[src/rtl/gear_pkg.sv]
// Shared definitions for the 20-bit slice datapath behind the 32->20 gearbox.
package gear_pkg;
  localparam int SLICE_W    = 20;
  localparam int SLICES_DEF = 5;
  localparam int WIDTH_DEF  = 96;

  typedef logic [SLICE_W-1:0] slice_t;

  typedef enum logic [0:0] {
    RUN  = 1'b0,
    DROP = 1'b1
  } frame_state_e;

  function automatic logic [31:0] sat_inc32(input logic [31:0] v);
    return (v == 32'hFFFF_FFFF) ? v : v + 32'd1;
  endfunction
endpackage

[src/rtl/hit_fifo.sv]
// Small synchronous tag FIFO; a push into a full FIFO succeeds only when a pop happens in the same cycle.
module hit_fifo #(
  parameter int DEPTH = 2,
  parameter int TAG_W = 32
) (
  input  logic             clk,
  input  logic             rst_n,
  input  logic             push,
  input  logic             pop,
  input  logic [TAG_W-1:0] din,
  output logic [TAG_W-1:0] dout,
  output logic             full,
  output logic             empty
);
  localparam int PTR_W = $clog2(DEPTH);
  localparam logic [PTR_W:0] PTR_ONE = (PTR_W+1)'(1);

  logic [TAG_W-1:0] mem_q [DEPTH];
  logic [TAG_W-1:0] mem_d [DEPTH];
  logic [PTR_W:0]   wr_q, wr_d, rd_q, rd_d;
  logic             do_push_s, do_pop_s;

  assign empty = (wr_q == rd_q);
  assign full  = (wr_q[PTR_W] != rd_q[PTR_W]) && (wr_q[PTR_W-1:0] == rd_q[PTR_W-1:0]);
  assign dout  = empty ? {TAG_W{1'b0}} : mem_q[rd_q[PTR_W-1:0]];

  // Pointer and storage update.
  always_comb begin
    do_pop_s  = pop && !empty;
    do_push_s = push && (!full || do_pop_s);
    mem_d     = mem_q;
    wr_d      = wr_q;
    rd_d      = rd_q;
    if (do_push_s) begin
      mem_d[wr_q[PTR_W-1:0]] = din;
      wr_d = wr_q + PTR_ONE;
    end else begin
      wr_d = wr_q;
    end
    if (do_pop_s) begin
      rd_d = rd_q + PTR_ONE;
    end else begin
      rd_d = rd_q;
    end
  end

  // FIFO state registers.
  always_ff @(posedge clk or negedge rst_n) begin
    if (!rst_n) begin
      for (int i = 0; i < DEPTH; i++) begin
        mem_q[i] <= {TAG_W{1'b0}};
      end
      wr_q <= {(PTR_W+1){1'b0}};
      rd_q <= {(PTR_W+1){1'b0}};
    end else begin
      mem_q <= mem_d;
      wr_q  <= wr_d;
      rd_q  <= rd_d;
    end
  end
endmodule

[src/rtl/digest_match20.sv]
// Reassembles 20-bit digest slices, compares them against a masked target and
// queues the tags of matching digests for the controller.
module digest_match20
  import gear_pkg::*;
#(
  parameter int SLICES = SLICES_DEF,
  parameter int WIDTH  = WIDTH_DEF,
  parameter int TAG_W  = 32,
  parameter int DEPTH  = 2
) (
  input  logic             clk,
  input  logic             rst_n,
  input  logic             in_valid,
  input  slice_t           in_data,
  input  logic             in_last,
  input  logic [TAG_W-1:0] in_tag,
  input  logic [WIDTH-1:0] target,
  input  logic [WIDTH-1:0] target_mask,
  input  logic             clear,
  output logic             hit_valid,
  output logic [TAG_W-1:0] hit_tag,
  input  logic             hit_ready,
  output logic [31:0]      hit_count,
  output logic             err_frame,
  output logic             err_ovf
);
  localparam int ACC_W = SLICES * SLICE_W;
  localparam int CNT_W = $clog2(SLICES);
  localparam logic [CNT_W-1:0] CNT_ZERO = {CNT_W{1'b0}};
  localparam logic [CNT_W-1:0] CNT_ONE  = CNT_W'(1);
  localparam logic [CNT_W-1:0] CNT_LAST = CNT_W'(SLICES - 1);

  frame_state_e     state_q, state_d;
  logic [CNT_W-1:0] cnt_q, cnt_d;
  logic [ACC_W-1:0] acc_q, acc_d;
  logic [TAG_W-1:0] tag_q, tag_d;
  logic             done_q, done_d;
  logic             frame_err_s;
  logic             cmp_valid_q, cmp_valid_d;
  logic             cmp_match_q, cmp_match_d;
  logic [TAG_W-1:0] cmp_tag_q, cmp_tag_d;
  logic [31:0]      hit_count_q, hit_count_d;
  logic             err_frame_q, err_frame_d;
  logic             err_ovf_q, err_ovf_d;
  logic             push_s, ovf_s, full_s, empty_s;
  logic             unused_acc_hi_s;

  // The carried bits above WIDTH exist only because slices are 20 bits wide.
  assign unused_acc_hi_s = ^acc_q[ACC_W-1:WIDTH];

  function automatic logic masked_eq(input logic [WIDTH-1:0] a,
                                     input logic [WIDTH-1:0] b,
                                     input logic [WIDTH-1:0] m);
    return ((a ^ b) & m) == {WIDTH{1'b0}};
  endfunction

  // Frame assembly: slice placement, tag capture and framing-error detection.
  always_comb begin
    state_d     = state_q;
    cnt_d       = cnt_q;
    acc_d       = acc_q;
    tag_d       = tag_q;
    done_d      = 1'b0;
    frame_err_s = 1'b0;
    case (state_q)
      RUN: begin
        if (in_valid) begin
          acc_d[cnt_q*SLICE_W +: SLICE_W] = in_data;
          tag_d = (cnt_q == CNT_ZERO) ? in_tag : tag_q;
          if (in_last) begin
            cnt_d       = CNT_ZERO;
            done_d      = (cnt_q == CNT_LAST);
            frame_err_s = (cnt_q != CNT_LAST);
          end else if (cnt_q == CNT_LAST) begin
            cnt_d       = CNT_ZERO;
            frame_err_s = 1'b1;
            state_d     = DROP;
          end else begin
            cnt_d = cnt_q + CNT_ONE;
          end
        end else begin
          cnt_d = cnt_q;
        end
      end
      DROP: begin
        if (in_valid && in_last) begin
          state_d = RUN;
          cnt_d   = CNT_ZERO;
        end else begin
          state_d = DROP;
        end
      end
      default: begin
        state_d = RUN;
        cnt_d   = CNT_ZERO;
      end
    endcase
  end

  assign push_s = cmp_valid_q && cmp_match_q;
  // Full implies non-empty, so a ready pop always frees a slot for this push.
  assign ovf_s  = push_s && full_s && !hit_ready;

  // Compare stage, hit counter and sticky flags; a set event wins over clear.
  always_comb begin
    cmp_valid_d = done_q;
    cmp_match_d = masked_eq(acc_q[WIDTH-1:0], target, target_mask);
    cmp_tag_d   = done_q ? tag_q : cmp_tag_q;
    hit_count_d = clear ? 32'd0 : hit_count_q;
    hit_count_d = push_s ? sat_inc32(hit_count_d) : hit_count_d;
    err_frame_d = frame_err_s || (err_frame_q && !clear);
    err_ovf_d   = ovf_s || (err_ovf_q && !clear);
  end

  // Pipeline and status registers.
  always_ff @(posedge clk or negedge rst_n) begin
    if (!rst_n) begin
      state_q     <= RUN;
      cnt_q       <= CNT_ZERO;
      acc_q       <= {ACC_W{1'b0}};
      tag_q       <= {TAG_W{1'b0}};
      done_q      <= 1'b0;
      cmp_valid_q <= 1'b0;
      cmp_match_q <= 1'b0;
      cmp_tag_q   <= {TAG_W{1'b0}};
      hit_count_q <= 32'd0;
      err_frame_q <= 1'b0;
      err_ovf_q   <= 1'b0;
    end else begin
      state_q     <= state_d;
      cnt_q       <= cnt_d;
      acc_q       <= acc_d;
      tag_q       <= tag_d;
      done_q      <= done_d;
      cmp_valid_q <= cmp_valid_d;
      cmp_match_q <= cmp_match_d;
      cmp_tag_q   <= cmp_tag_d;
      hit_count_q <= hit_count_d;
      err_frame_q <= err_frame_d;
      err_ovf_q   <= err_ovf_d;
    end
  end

  hit_fifo #(
    .DEPTH (DEPTH),
    .TAG_W (TAG_W)
  ) u_hit_fifo (
    .clk   (clk),
    .rst_n (rst_n),
    .push  (push_s),
    .pop   (hit_ready),
    .din   (cmp_tag_q),
    .dout  (hit_tag),
    .full  (full_s),
    .empty (empty_s)
  );

  assign hit_valid = !empty_s;
  assign hit_count = hit_count_q;
  assign err_frame = err_frame_q;
  assign err_ovf   = err_ovf_q;
endmodule

[config.mk]
export PLATFORM = sky130hd
export DESIGN_NAME = digest_match20
export DESIGN_NICKNAME = d
export VERILOG_FILES = /design/src/rtl/gear_pkg.sv /design/src/rtl/hit_fifo.sv /design/src/rtl/digest_match20.sv
export SDC_FILE = /design/constraint.sdc
export NUM_CORES = 1
export LEC_CHECK = 0
export CORE_UTILIZATION = 51
export CTS_BUF_LIST = sky130_fd_sc_hd__clkbuf_16
export CTS_CLUSTER_DIAMETER = 60
export CTS_CLUSTER_SIZE = 8
export DETAILED_ROUTE_END_ITERATION = 7
export PLACE_DENSITY_LB_ADDON = 0.2
export SYNTH_ARGS = -nofsm -noshare
export SYNTH_HDL_FRONTEND = slang
export SYNTH_HIERARCHICAL = 1
export SYNTH_SLANG_ARGS = --single-unit
[constraint.sdc]
create_clock -name clk -period 3.55 [get_ports clk]
set_clock_uncertainty 0.1 [all_clocks]
set_input_delay 0.8875 -clock clk [delete_from_list [all_inputs] [get_ports clk]]
set_output_delay 0.8875 -clock clk [all_outputs]
set_load 0.01 [all_outputs]
==> results by group <==
Worst setup path
  – Critical path arrival: 3.68 ns
  – R2R depth: 13
  – Critical Path Sink Type: flip-flop
  – Kind of start point of the critical path: flip-flop
  – R2r setup slk: 0.17 ns
  – CP max FO: 7
  – R2r endpoint: acc_q[73]
  – Critical path class: flip-flop to flip-flop
  – Worst R2R Start: cnt_q[0]
  – Critical Path RT: 3.85 ns

Job
  – Max Cap Viol: 0

Synth
  – Async S/R FF share, synth: 1.00
  – Syn nets: 1538
  – Mapped Area: 14400 µm²
  – Seq/Total Area, Yosys: 0.468
  – Distinct cell type count after synthesis: 65
  – Prevailing post-synth register cell: dfrtp_1
  – EDFF count, synth: 0
  – Post-Syn Area per Cell: 11.3 µm²
  – Ys Warns: 6
  – Yosys reg bits: 269
  – Post-synthesis instance total: 1275

Power and ir drop
  – PwrDens: 647 nW/µm²
  – Total power: 12.6 mW
  – Max IR drop VDD: 0.336 mV
  – Lkg Pwr: 8.68 nW

Cells and area
  – Final instance area: 19400 µm²
  – Multi-input logic area: 7360 µm²
  – Layout cells sized above 1: 0.212
  – FF+latch area: 6730 µm²
  – Fillers: 2133
  – Finished Layout Cells: 2030
  – Most frequent cells in the layout: clkdlybuf4s50_1, dfrtp_1, mux2_2, xor2_1, nor2_1
  – Layout Area Growth over Synthesis: 35.2%
  – Post-layout util: 0.699
  – Most common cell after layout, fill and taps aside: clkdlybuf4s50_1
  – Final Net Count: 1909

STA
  – Slew Viols, Final: 0
  – Min Hold Slack: 0.238 ns
  – Final min period: 3.38 ns
  – RSZ-0062 raised after global routing: true
  – Worst Tran Pin Value: 0.906 ns
  – Final hold violations: 0
  – F_max: 296 MHz
  – # setup viols final: 0
  – Worst relative slew slack: 0.396
  – Period utilisation layout: 0.953

Place
  – DP Area: 18400 µm²
  – Dpl cells: 1982
  – Hpwl dp: 32.1 mm
  – Final RePlAce weighted congestion: 0.958
  – Port buffer count: 316

Drt
  – Drt pass-1 iters: 5
  – Final wirelength: 43.0 mm
  – Routed wire per std cell: 21.2 µm
  – Post-route ant nets: 0
  – Via count: 11600
  – DRC violations left: 0
  – Iter 0 DRT Violations: 843
  – Vias per Instance: 5.72

Clocking
  – CTS tree: yes
  – Worst-Skew Late Latency: 0.53 ns
  – Hold Buf Count CTS: 0
  – # clock sinks: 269
  – Clock buffer depth: 3
  – Htree depth: 2
  – Reg clk slew, reported paths: 0.05 ns
  – Root Driver: clkbuf_16
  – Inserted Clock Buffers: 39

Floorplan
  – Die Span Y: 170 µm
  – Core Area: 27800 µm²
  – Die area: 28900 µm²
  – Die width: 170 µm
  – # IOs: 317
  – Core Rows: 61
  – Initial core utilization: 0.517

GRT
  – Pin count of the biggest net entering global routing: 85
  – Grt total ovfl: 0
  – Antenna violations before repair: 1
  – Vias in the first global route: 12000
  – First-pass GRT wire length: 66.7 mm
  – All-Layer GR Usage: 0.301

Run status
  – Outcome: finished clean

Worst hold path
  – Class of the worst hold path: input pin to async pin
kinds of logic after synthesis:
| group | share of synthesized area |
|---|---|
| AO/OA/AOI/OAI | 0.0977 |
| XOR/XNOR | 0.0779 |
| adder cells (fa/ha/maj) | 0.0113 |
| buffers and inverters | 0.0212 |
| flip-flops | 0.468 |
| multiplexers | 0.211 |
| AND/OR/NAND/NOR | 0.112 |
cell usage after synthesis (all sizes together) (14+ instances only):
cell type,instances,area share
a21oi,24,0.0091
a22oi,49,0.026
buf,24,0.010
mux2i,44,0.031
dfrtp,269,0.47
xor2,104,0.064
nand3,26,0.0091
o22ai,37,0.016
mux2,220,0.18
nand2,88,0.023
inv,14,0.0037
nor3,20,0.0073
xnor2,23,0.014
o21ai,47,0.016
nand4,19,0.0083
nor2,101,0.026
clkbuf,28,0.0073
state kept, by name, summed over array words and instances, names as in the netlist:
name              count
acc_q                96
u_hit_fifo/mem_q     64
cmp_tag_q            32
hit_count            32
tag_q                32
cnt_q                 3
u_hit_fifo/rd_q       2
u_hit_fifo/wr_q       2
cmp_match_q           1
cmp_valid_d           1
cmp_valid_q           1
err_frame             1
err_ovf               1
state_q               1
worst max path at each step:
stage,from,end,slack [ns],cells past startpoint
after floorplan,cnt_q[0],acc_q[16],0.32,12
after global placement,clear,hit_count[31],0.07,7
after detailed placement,clear,hit_count[1],0.04,10
after CTS,cnt_q[0],acc_q[32],0.09,11
after global routing,cnt_q[0],acc_q[75],-0.04,13
final,cnt_q[0],acc_q[73],0.17,13
final cells by class:
type	instances	area share
tap	378	0.0243
timing repair buffer	382	0.194
clock buffer	39	0.0502
sequential	269	0.347
multi-input combinational	940	0.379
clock inverter	7	0.00361
antenna	1	0.000129
inverter	14	0.00270
metrics by stage:
| step | TNS [ns] | setup WS [ns] |
|---|---|---|
| 5_1_grt | -0.198 | -0.0417 |
| 3_5_place_dp | 0 | 0.0402 |
| 3_3_place_gp | 0 | 0.0741 |
| 2_1_floorplan | 0 | 0.320 |
| 6_report | 0 | 0.167 |
| 4_1_cts | 0 | 0.0924 |
metal layers:
layer,wire length [µm],part of all wire,vias to the layer above,global-route usage
met5,0,0,-,0
met4,1110,0.026,0,0.0881
met3,2690,0.063,81,0.0519
met2,20800,0.48,450,0.507
li1,-,-,5327,-
met1,18400,0.43,5746,0.396
critical path, cell delays in order, from the launching register on:
cell and delay [ns]:
dfrtp_1 0.37, ha_1 0.20, ha_1 0.19, inv_1 0.06, ha_1 0.22, or3_1 0.43
nor3_1 0.17, ha_1 0.25, nand2_1 0.21, nor2_2 0.25, o21ai_1 0.11, a211oi_2 0.20
buf_4 0.17, mux2_2 0.34
power by group:
part / internal, mW / switching, mW
logic: 2.14 / 2.83
clock network: 1.95 / 1.30
registers: 3.77 / 0.575
repair_timing:
item                       CTS  global route
setup buffers                0             1
resized for setup            0             4
setup endpoints to repair    0            23
(Power assumes the default switching activity.)
